`src/rtl/gpio_arbiter.sv`:
```
// Two-master Wishbone arbiter for the shared GPIO port.
// It uses round-robin grant with no preemption and a bus-error timeout on stalled strobes.
//
// state | meaning
// IDLE  | no grant; slave bus driven to zero; slave ack/err ignored
// GNT0  | master 0 owns the slave bus until it drops cyc
// GNT1  | master 1 owns the slave bus until it drops cyc
module gpio_arbiter #(
  parameter int WIDTH   = 8,
  parameter int TIMEOUT = 255
) (
  input  logic             wb_clk,
  input  logic             wb_rst,

  input  logic [31:0]      m0_adr_i,
  input  logic [WIDTH-1:0] m0_dat_i,
  input  logic             m0_we_i,
  input  logic             m0_cyc_i,
  input  logic             m0_stb_i,
  output logic [WIDTH-1:0] m0_dat_o,
  output logic             m0_ack_o,
  output logic             m0_err_o,

  input  logic [31:0]      m1_adr_i,
  input  logic [WIDTH-1:0] m1_dat_i,
  input  logic             m1_we_i,
  input  logic             m1_cyc_i,
  input  logic             m1_stb_i,
  output logic [WIDTH-1:0] m1_dat_o,
  output logic             m1_ack_o,
  output logic             m1_err_o,

  output logic [31:0]      s_adr_o,
  output logic [WIDTH-1:0] s_dat_o,
  output logic             s_we_o,
  output logic             s_cyc_o,
  output logic             s_stb_o,
  input  logic [WIDTH-1:0] s_dat_i,
  input  logic             s_ack_i,
  input  logic             s_err_i,

  output logic [1:0]       gnt_o
);

  typedef enum logic [1:0] {
    IDLE = 2'd0,
    GNT0 = 2'd1,
    GNT1 = 2'd2
  } state_t;

  // to_err is registered, so it is set one edge early. This makes the error
  // visible during the TIMEOUT-th stalled cycle.
  localparam logic [15:0] STALL_LIMIT = 16'(TIMEOUT - 2);

  state_t      state, state_nxt;
  logic        prio, prio_nxt;
  logic [15:0] stall_cnt;
  logic        to_err;

  logic [31:0]      g_adr;
  logic [WIDTH-1:0] g_dat;
  logic             g_we;
  logic             g_cyc;
  logic             g_stb;
  logic             stalled;

  always_ff @(posedge wb_clk) begin
    if (wb_rst) begin
      state <= IDLE;
      prio  <= 1'b0;
    end else begin
      state <= state_nxt;
      prio  <= prio_nxt;
    end
  end

  always_comb begin
    state_nxt = state;
    prio_nxt  = prio;
    case (state)
      IDLE: begin
        if (m0_cyc_i && m1_cyc_i) state_nxt = prio ? GNT1 : GNT0;
        else if (m0_cyc_i)        state_nxt = GNT0;
        else if (m1_cyc_i)        state_nxt = GNT1;
      end
      GNT0: begin
        if (!m0_cyc_i) begin
          state_nxt = IDLE;
          prio_nxt  = 1'b1;
        end
      end
      GNT1: begin
        if (!m1_cyc_i) begin
          state_nxt = IDLE;
          prio_nxt  = 1'b0;
        end
      end
      default: state_nxt = IDLE;
    endcase
  end

  always_comb begin
    g_adr = '0;
    g_dat = '0;
    g_we  = 1'b0;
    g_cyc = 1'b0;
    g_stb = 1'b0;
    case (state)
      GNT0: begin
        g_adr = m0_adr_i;
        g_dat = m0_dat_i;
        g_we  = m0_we_i;
        g_cyc = m0_cyc_i;
        g_stb = m0_stb_i;
      end
      GNT1: begin
        g_adr = m1_adr_i;
        g_dat = m1_dat_i;
        g_we  = m1_we_i;
        g_cyc = m1_cyc_i;
        g_stb = m1_stb_i;
      end
      default: ;
    endcase
  end

  assign s_adr_o = g_adr;
  assign s_dat_o = g_dat;
  assign s_we_o  = g_we;
  assign s_cyc_o = g_cyc;
  assign s_stb_o = g_stb & ~to_err;

  assign stalled = (state != IDLE) && g_stb && !s_ack_i && !s_err_i && !to_err;

  // The counter is held clear through the error cycle, so a persistent stall errors again after TIMEOUT cycles.
  always_ff @(posedge wb_clk) begin
    if (wb_rst) begin
      stall_cnt <= 16'd0;
      to_err    <= 1'b0;
    end else if (!stalled) begin
      stall_cnt <= 16'd0;
      to_err    <= 1'b0;
    end else if (stall_cnt == STALL_LIMIT && g_cyc) begin
      stall_cnt <= 16'd0;
      to_err    <= 1'b1;
    end else begin
      stall_cnt <= stall_cnt + 16'd1;
      to_err    <= 1'b0;
    end
  end

  always_comb begin
    m0_dat_o = '0;
    m0_ack_o = 1'b0;
    m0_err_o = 1'b0;
    m1_dat_o = '0;
    m1_ack_o = 1'b0;
    m1_err_o = 1'b0;
    gnt_o    = 2'b00;
    case (state)
      GNT0: begin
        m0_dat_o = s_dat_i;
        m0_ack_o = s_ack_i & m0_stb_i;
        m0_err_o = (s_err_i & m0_stb_i) | to_err;
        gnt_o    = 2'b01;
      end
      GNT1: begin
        m1_dat_o = s_dat_i;
        m1_ack_o = s_ack_i & m1_stb_i;
        m1_err_o = (s_err_i & m1_stb_i) | to_err;
        gnt_o    = 2'b10;
      end
      default: ;
    endcase
  end

endmodule
```
`config.mk`:
```
export PLATFORM = sky130hd
export DESIGN_NAME = gpio_arbiter
export DESIGN_NICKNAME = d
export VERILOG_FILES = /design/src/rtl/gpio_arbiter.sv
export SDC_FILE = /design/constraint.sdc
export NUM_CORES = 1
export LEC_CHECK = 0
export ABC_AREA = 1
export CELL_PAD_IN_SITES_DETAIL_PLACEMENT = 0
export CELL_PAD_IN_SITES_GLOBAL_PLACEMENT = 1
export CORE_UTILIZATION = 21
export DETAILED_ROUTE_END_ITERATION = 12
export HOLD_SLACK_MARGIN = 0.05
export PLACE_DENSITY = 0.88
export REMOVE_ABC_BUFFERS = 1
export SLEW_MARGIN = 20
export SYNTH_ARGS = -nofsm -noshare
export SYNTH_HDL_FRONTEND = slang
export SYNTH_SLANG_ARGS = --single-unit
```
`constraint.sdc`:
```
create_clock -name wb_clk -period 4.05 [get_ports wb_clk]
set_clock_uncertainty 0.15 [all_clocks]
set_input_delay 0.81 -clock wb_clk [delete_from_list [all_inputs] [get_ports wb_clk]]
set_output_delay 0.81 -clock wb_clk [all_outputs]
set_load 0.05 [all_outputs]
```
-- After elaboration in Yosys (flattened, before gate mapping)
Index checks and enable logic that the tools add are counted.
- register bits after elaboration: 20
- latch bits: 0
- bits in writable memories: 0
- memory bits (read-only): 0
- input port bits: 98
- output and inout port bits: 65
- word-level logic and storage cells: 59
- memories: 0
- add/subtract/negate cells: 1
- multipliers: 0
- div/mod/pow operators: 0
- order comparisons: 0
- equality and inequality tests: 6
- shifts and indexed selects: 0
- multiplexer cells: 23
- bitwise gates (word level): 9
- reduce and logical (&&, ||, !) cells: 16
- operator list (operator ; number):
    $pmux 32 s2 ; 1
    $add 16x1->16 const B ; 1
    $eq 16x8->1 const B ; 1
    $mux 8 ; 2
    $pmux 8 s2 ; 1
    $mux 2 ; 6
    $pmux 1 s2 ; 4
    $mux 1 ; 7
    $logic_and 1x1->1 ; 6
    $pmux 2 s3 ; 1
    $reduce_and 3->1 ; 2
    $and 1x1->1 ; 5
    $ne 2x2->1 const B ; 2
    $ne 4x4->1 const B ; 1
    $pmux 2 s2 ; 1
    $reduce_bool 2->1 ; 2
    $logic_not 1->1 ; 3
    $reduce_or 3->1 ; 1
    $eq 2x1->1 const B ; 1
    $eq 2x2->1 const B ; 1
    $logic_not 2->1 ; 1
    $not 1->1 ; 2
    $or 1x1->1 ; 2
    $reduce_or 2->1 ; 1

-- Longest topological paths before layout
Gate-level depths: netlist (run 1).
- depth in word-level cells: 8
- depth in mapped cells: 11
- mapped depth without buffers: 9

-- Worst setup path after synthesis (run 1)
OpenSTA, ideal clock, no wires.
- path type: register to output
- from: register state[1]
- to: output port s_adr_o[10]
- data arrival time: 1802 ps
- required time: 3090 ps
- path slack: 1288 ps
- cell stages (with the launch flop): 7
- buffers on the path: 2
- cells stage by stage: dfxtp_1 -> inv_1 -> ha_1 -> buf_4 -> clkbuf_1 -> nand2_1 -> a21oi_1
- cells in the longest elaborated chain, start to end: 2
- ends and longest elaborated chain (item ; line ; text):
    start, declared ; 55 ; state_t state, state_nxt;
    start signal, assigned ; 72 ; state <= state_nxt;
    $eq 2x2->1 / $eq 2x1->1 (equally long branches) ; 108 ; case (state)
    $pmux 32 s2 * ; 108 ;
    end, declared ; 33 ; output logic [31:0] s_adr_o,
Every way passes the cells marked *; elsewhere a longest branch is shown, timed or not.

-- Worst setup path after layout (run 1)
- from: register state[0]
- to: output port s_adr_o[12]
The elaborated chain is that of the path after synthesis.

==> insert_results.sql, run 1 <==
INSERT INTO impl_metrics (metric_group, metric, value, unit) VALUES
('routing', 'wl_per_cell', '13.8', 'µm'),
('power_and_ir_drop', 'pwr_density_cell', '417', 'mW/mm²'),
('synthesis', 'synth-seq-area-share', '0.211', ''),
('finish', 'layout-drive-gt1-share', '0.0788', ''),
('synthesis', 'synth_flop_cell', 'sky130_fd_sc_hd__dfxtp_1', ''),
('critical_path', 'critical_path_class', 'reg -> out', ''),
('sta', 'fmax', '283', 'MHz'),
('clocking', 'clkSlewWorstSetupHoldPaths', '0.07', 'ns'),
('placed_design', 'dp_hpwl', '6.63', 'mm'),
('routing', 'route.final.wire_length', '8.16', 'mm'),
('synthesis', 'synth_edf_count', '0', ''),
('floorplanning', 'boundaryPins', '163', ''),
('clocking', 'number_of_gates_given_a_new_drive_strength_after_cts', '0', ''),
('sta', 'final_period_minus_worst_setup_slack', '3.53', 'ns'),
('sta', 'slew_headroom', '0.500', ''),
('floorplanning', 'floorplan.initialDensity', '0.218', ''),
('global_route', 'gr-usage-all-layers', '0.170', ''),
('clocking', 'clock_sink_count', '20', ''),
('routing', 'dr_total_vias', '2585', ''),
('placed_design', 'numPortBuffers', '162', ''),
('finish', 'layout.cells.most_common_list', 'sky130_fd_sc_hd__clkdlybuf4s50_1 (162), sky130_fd_sc_hd__nand2_1 (121), sky130_fd_sc_hd__a21oi_1 (47), sky130_fd_sc_hd__inv_1 (32), sky130_fd_sc_hd__nor2_1 (22)', ''),
('routing', 'drt_iter0_markers', '101', ''),
('finish', 'layout.cells.most_common', 'sky130_fd_sc_hd__clkdlybuf4s50_1', ''),
('synthesis', 'syn_inst', '329', ''),
('clocking', 'ctsLongestPathBuffers', '2', ''),
('routing', 'drcViolationCount', '0', ''),
('routing', 'via_per_inst', '4.38', ''),
('clocking', 'cts-buffers-inserted', '3', ''),
('routing', 'postRouteAntennaNets', '0', ''),
('synthesis', 'synth_cell_types', '26', ''),
('floorplanning', 'dieArea', '0.00943', 'mm²'),
('critical_path', 'critPathCaptureType', 'primary output', ''),
('clocking', 'cts_tree', 'built', ''),
('global_route', 'first_pass_grt_wire_length', '12.9', 'mm'),
('floorplanning', 'die-height', '97.1', 'µm'),
('clocking', 'cts_hold_buffers', '0', ''),
('finish', 'filler_cell_count', '916', ''),
('clocking', 'clk_root_buffer_cell', 'sky130_fd_sc_hd__clkbuf_8', ''),
('synthesis', 'syn_area_per_cell', '5.77', 'µm²'),
('power_and_ir_drop', 'cellLeakagePower', '1.35', 'nW'),
('finish', 'final_net_count', '588', ''),
('critical_path', 'worst-path-buf-inv', '3', ''),
('critical_path', 'crit_path_cell_trace', 'inv_1, ha_2, buf_4, nand2_1, a21oi_1, clkdlybuf4s50_1', ''),
('sta', 'setup_violating_endpoint_count_in_the_final_report', '0', ''),
('finish', 'final_cells', '590', ''),
('critical_path', 'crit_arrival', '2.57', 'ns'),
('global_route', 'gr_overflow_total', '0', ''),
('critical_path', 'critPathRequiredTime', '3.09', 'ns'),
('power_and_ir_drop', 'irDropWorstVdd', '0.000119', 'V'),
('finish', 'antenna_cells_inserted', '0', ''),
('critical_path', 'setup.worst_path.start_class', 'flop', ''),
('critical_path', 'cpLargestDelayFamily', 'buffers and inverters', ''),
('finish', 'flow.area_growth_from_synthesis', '93.2', '%'),
('synthesis', 'yosys_warnings', '0', ''),
('sta', 'timing.final.max_slew_violations', '0', ''),
('routing', 'drt_pass1_iterations', '4', ''),
('synthesis', 'synth_seq_cells', '20', ''),
('critical_path', 'crit_fanout', '24', ''),
('sta', 'fin_crit_sh', '0.871', ''),
('floorplanning', 'core.rowCount', '34', ''),
('critical_path', 'max_stage_delay', '0.89', 'ns'),
('sta', 'worst-slew-pin-transition', '0.749', 'ns'),
('critical_path', 'crit_slowest_cell', 'sky130_fd_sc_hd__clkdlybuf4s50_1', ''),
('synthesis', 'synth-async-reset-ratio', '0', ''),
('floorplanning', 'die_width', '97.1', 'µm'),
('clocking', 'worstSkewPairLatency', '0.26', 'ns'),
('sta', 'rsz_0062_raised_after_global_routing', 'no', ''),
('global_route', 'grt_start_max_net_pins', '43', ''),
('global_route', 'first_global_vias', '2393', ''),
('worst_hold_path', 'timing.hold.worst.class', 'reg -> reg', ''),
('floorplanning', 'core_area', '0.00872', 'mm²'),
('synthesis', 'synth_area', '0.00190', 'mm²'),
('global_route', 'initial_antenna_violation_count', '0', ''),
('job', 'max_cap_violations', '0', ''),
('sta', 'fin_setup_tns', '0', 'ns'),
('clocking', 'h-tree-depth', '1', ''),
('placed_design', 'number_of_placed_instances_taps_included', '586', ''),
('placed_design', 'gp_routability_congestion', '0.898', ''),
('outcome', 'run_status', 'completed', ''),
('sta', 'finalHoldViolCount', '0', ''),
('clocking', 'postCtsSetupBuffers', '0', '');
==> kinds of logic after synthesis <==
group,synth area share
flip-flops,0.211
AND/OR/NAND/NOR,0.448
buffers and inverters,0.116
XOR/XNOR,0.0323
AO/OA/AOI/OAI,0.147
adder cells (fa/ha/maj),0.0461
==> flip-flops by register name (all words and copies together) (netlist names) <==
register and count:
to_err 1, state 2, prio 1, stall_cnt 16
==> where the power goes <==
part | internal [mW] | total (mW) | switching (mW)
combinational | 0.385 | 1.17 | 0.782
clock | 0.0865 | 0.151 | 0.0643
sequential | 0.206 | 0.213 | 0.00699
==> worst register-to-register path, delay by kind of cell (launching register included) <==
family	cells	cell delay, ns
AOI/OAI and AO/OA	1	0.15
and+or+nand+nor	3	0.42
adders and majority gates	1	0.35
buffers and inverters	2	0.67
DFF	1	0.38
==> path summary, 6_finish.rpt <==
check | start | end | slack, ns | cells after the start
worst min-delay path | stall_cnt[0] | stall_cnt[0] | 0.34 | 1
worst min register to register | stall_cnt[0] | stall_cnt[0] | 0.34 | 1
worst max-delay path | state[0] | s_adr_o[12] | 0.52 | 6
worst max register to register | state[0] | stall_cnt[3] | 1.86 | 7
==> area by class of cell <==
class	count	area, µm²	share of cell area
Inverter	35	131	0.0358
Multi-Input combinational cell	257	1280	0.350
Clock buffer	4	55.1	0.0150
Timing Repair Buffer	166	1660	0.453
Tap cell	108	135	0.0368
Sequential cell	20	400	0.109
==> synth_stat cells (2+ instances only) <==
| master | count | area [µm²] |
|---|---|---|
| sky130_fd_sc_hd__ha_1 | 7 | 87.6 |
| sky130_fd_sc_hd__dfxtp_1 | 20 | 400 |
| sky130_fd_sc_hd__o21bai_1 | 2 | 15.0 |
| sky130_fd_sc_hd__nor2_2 | 12 | 75.1 |
| sky130_fd_sc_hd__a21oi_1 | 47 | 235 |
| sky130_fd_sc_hd__xnor2_1 | 3 | 26.3 |
| sky130_fd_sc_hd__nand2_1 | 121 | 454 |
| sky130_fd_sc_hd__nand2_2 | 4 | 25.0 |
| sky130_fd_sc_hd__nor2_1 | 22 | 82.6 |
| sky130_fd_sc_hd__xor2_1 | 4 | 35.0 |
| sky130_fd_sc_hd__inv_2 | 3 | 11.3 |
| sky130_fd_sc_hd__inv_1 | 32 | 120 |
| sky130_fd_sc_hd__clkbuf_1 | 13 | 48.8 |
| sky130_fd_sc_hd__nor2_4 | 6 | 67.6 |
| sky130_fd_sc_hd__o21ai_0 | 3 | 15.0 |
| sky130_fd_sc_hd__buf_4 | 2 | 15.0 |
| sky130_fd_sc_hd__nand3_1 | 13 | 65.1 |
| sky130_fd_sc_hd__nand4_1 | 5 | 31.3 |
| sky130_fd_sc_hd__nor3_1 | 3 | 15.0 |
==> per-layer routing <==
layer	routed length, µm	track usage
met5	0	0
met4	191	0.0482
met3	625	0.0482
met2	4130	0.309
met1	3210	0.193
==> through the flow <==
step	setup WS, ns	utilization	hold WS [ns]	power [mW]	cell area (µm²)
floorplan	0.707	-	0.304	0.945	1810
global placement	0.599	0.414	0.326	1.39	3610
detailed placement	0.578	0.414	0.332	1.39	3610
CTS	0.499	0.421	0.353	1.55	3670
global route	0.366	0.421	0.387	1.62	3670
finish	0.522	0.421	0.343	1.53	3670
Power figures use the tool's default switching activity.
==> run 2: changes to the inputs <==
--- a/config.mk
+++ b/config.mk
@@ -13,6 +13,7 @@
 export HOLD_SLACK_MARGIN = 0.05
 export PLACE_DENSITY = 0.88
 export REMOVE_ABC_BUFFERS = 1
+export SETUP_SLACK_MARGIN = 0.5
 export SLEW_MARGIN = 20
 export SYNTH_ARGS = -nofsm -noshare
 export SYNTH_HDL_FRONTEND = slang
==> insert_results.sql, run 2 (synthesis gave the netlist of run 1 again) <==
INSERT INTO impl_metrics (metric_group, metric, value, unit) VALUES
('clocking', 'cts-buffers-inserted', '3', ''),
('sta', 'setup_violating_endpoint_count_in_the_final_report', '0', ''),
('critical_path', 'worst-path-buf-inv', '3', ''),
('critical_path', 'max_stage_delay', '0.84', 'ns'),
('sta', 'hold_slack', '0.343', 'ns'),
('floorplanning', 'die-height', '97.1', 'µm'),
('routing', 'drcViolationCount', '0', ''),
('critical_path', 'setup.worst_path.start_class', 'flop', ''),
('finish', 'multi_input_comb_area', '0.00129', 'mm²'),
('global_route', 'first_global_vias', '2393', ''),
('floorplanning', 'floorplan.initialDensity', '0.218', ''),
('power_and_ir_drop', 'irDropWorstVdd', '0.000118', 'V'),
('routing', 'postRouteAntennaNets', '0', ''),
('global_route', 'initial_antenna_violation_count', '0', ''),
('routing', 'via_per_inst', '4.37', ''),
('finish', 'layout-drive-gt1-share', '0.0788', ''),
('global_route', 'grt_start_max_net_pins', '43', ''),
('finish', 'final_core_utilization', '0.431', ''),
('finish', 'final_cells', '590', ''),
('sta', 'slew_headroom', '0.605', ''),
('critical_path', 'critPathRequiredTime', '3.09', 'ns'),
('finish', 'final_cell_area', '0.00376', 'mm²'),
('finish', 'largestRegisters', 'stall_cnt (16), state (2)', ''),
('critical_path', 'cpLargestDelayFamily', 'buffers and inverters', ''),
('clocking', 'ctsLongestPathBuffers', '2', ''),
('sta', 'fin_setup_tns', '0', 'ns'),
('sta', 'timing.final.max_slew_violations', '0', ''),
('finish', 'flow.area_growth_from_synthesis', '98.0', '%'),
('placed_design', 'gp_routability_congestion', '0.898', ''),
('critical_path', 'crit_fanout', '19', ''),
('finish', 'filler_cell_count', '907', ''),
('clocking', 'cts_tree', 'built', ''),
('global_route', 'first_pass_grt_wire_length', '12.9', 'mm'),
('placed_design', 'dp_hpwl', '6.63', 'mm'),
('job', 'max_cap_violations', '0', ''),
('power_and_ir_drop', 'cellLeakagePower', '1.92', 'nW'),
('sta', 'worst-slew-pin-transition', '0.592', 'ns'),
('clocking', 'h-tree-depth', '1', ''),
('clocking', 'clk_root_buffer_cell', 'sky130_fd_sc_hd__clkbuf_8', ''),
('routing', 'drt_pass1_iterations', '4', ''),
('critical_path', 'crit_path_cell_trace', 'inv_1, ha_2, buf_4, nand2_1, a21oi_1, clkdlybuf4s50_1', ''),
('sta', 'fmax', '288', 'MHz'),
('finish', 'largest-register', 'stall_cnt', ''),
('placed_design', 'post_dp_cell_area', '0.00361', 'mm²'),
('sta', 'rsz_0062_raised_after_global_routing', 'yes', ''),
('placed_design', 'number_of_placed_instances_taps_included', '586', ''),
('routing', 'dr_total_vias', '2576', ''),
('outcome', 'run_status', 'completed', ''),
('sta', 'fin_crit_sh', '0.859', ''),
('global_route', 'gr-usage-all-layers', '0.170', ''),
('critical_path', 'crit_slowest_cell', 'sky130_fd_sc_hd__clkdlybuf4s50_1', ''),
('floorplanning', 'core_area', '0.00872', 'mm²'),
('finish', 'regArea', '400', 'µm²'),
('finish', 'antenna_cells_inserted', '0', ''),
('critical_path', 'critical_path_class', 'reg -> out', ''),
('floorplanning', 'boundaryPins', '163', ''),
('clocking', 'worstSkewPairLatency', '0.26', 'ns'),
('finish', 'layout.cells.most_common', 'sky130_fd_sc_hd__clkdlybuf4s50_1', ''),
('critical_path', 'crit_arrival', '2.52', 'ns'),
('routing', 'wl_per_cell', '14.2', 'µm'),
('critical_path', 'critPathCaptureType', 'primary output', ''),
('clocking', 'clkSlewWorstSetupHoldPaths', '0.07', 'ns'),
('routing', 'drt_iter0_markers', '100', ''),
('worst_hold_path', 'timing.hold.worst.class', 'reg -> reg', ''),
('sta', 'final_period_minus_worst_setup_slack', '3.48', 'ns'),
('floorplanning', 'die_width', '97.1', 'µm'),
('global_route', 'gr_overflow_total', '0', ''),
('finish', 'largest_register_ffs', '16', ''),
('placed_design', 'numPortBuffers', '162', ''),
('floorplanning', 'core.rowCount', '34', ''),
('finish', 'final_net_count', '588', ''),
('routing', 'route.final.wire_length', '8.35', 'mm'),
('finish', 'layout.cells.most_common_list', 'sky130_fd_sc_hd__clkdlybuf4s50_1 (129), sky130_fd_sc_hd__nand2_1 (121), sky130_fd_sc_hd__a21oi_1 (47), sky130_fd_sc_hd__inv_1 (32), sky130_fd_sc_hd__dlymetal6s2s_1 (32)', ''),
('floorplanning', 'dieArea', '0.00943', 'mm²'),
('power_and_ir_drop', 'pwr_density_cell', '409', 'mW/mm²'),
('clocking', 'clock_sink_count', '20', ''),
('sta', 'finalHoldViolCount', '0', '');
-- run 2: area by class of cell --
class                      instances  area share
clock buffer                       4      0.0146
timing repair buffer             166       0.463
inverter                          35      0.0356
multi-input combinational        257       0.344
tap                              108      0.0359
sequential                        20       0.106
-- run 2: layer usage --
layer	part of all wire	wire length (µm)	up-vias	track usage
met5	0	0	-	0
met4	0.023	189	0	0.0482
met3	0.078	652	10	0.0482
met2	0.51	4280	109	0.309
met1	0.39	3220	1122	0.193
li1	-	-	1335	-
-- run 2: power breakdown --
group	switching [mW]	internal [mW]	leakage, nW
combinational	0.788	0.385	1.73
clock	0.0642	0.0865	0.0288
sequential	0.00825	0.206	0.162
total	0.861	0.677	1.92
-- run 2: worst reg2reg max path: stages, from the launching register on --
cell                      delay, ns
sky130_fd_sc_hd__dfxtp_1       0.39
sky130_fd_sc_hd__inv_1         0.12
sky130_fd_sc_hd__ha_1          0.38
sky130_fd_sc_hd__inv_4         0.37
sky130_fd_sc_hd__nor2_4        0.10
sky130_fd_sc_hd__nand3_4       0.15
sky130_fd_sc_hd__nand2_4       0.14
sky130_fd_sc_hd__a21oi_1       0.15
-- run 2: final timing paths --
path,start,end,slack (ns),depth (start not counted)
setup reg to reg,state[0],stall_cnt[3],2.02,7
setup / recovery,state[1],s_adr_o[6],0.57,6
hold / removal,stall_cnt[0],stall_cnt[0],0.34,1
hold reg to reg,stall_cnt[0],stall_cnt[0],0.34,1
-- run 2: repair_timing --
item                                    in CTS  in global routing
endpoints found under the hold margin        0                  0
resized for setup                            1                 35
endpoints found under the setup margin       1                 42
buffers inserted                             0                  0
pin swaps                                    0                  0
hold buffers                                 0                  0
-- run 2: through the flow --
stage               worst slack, ns  power, mW
floorplan                     0.707      0.945
global placement              0.599       1.39
detailed placement            0.578       1.39
CTS                           0.510       1.55
global route                  0.409       1.62
finish                        0.572       1.54
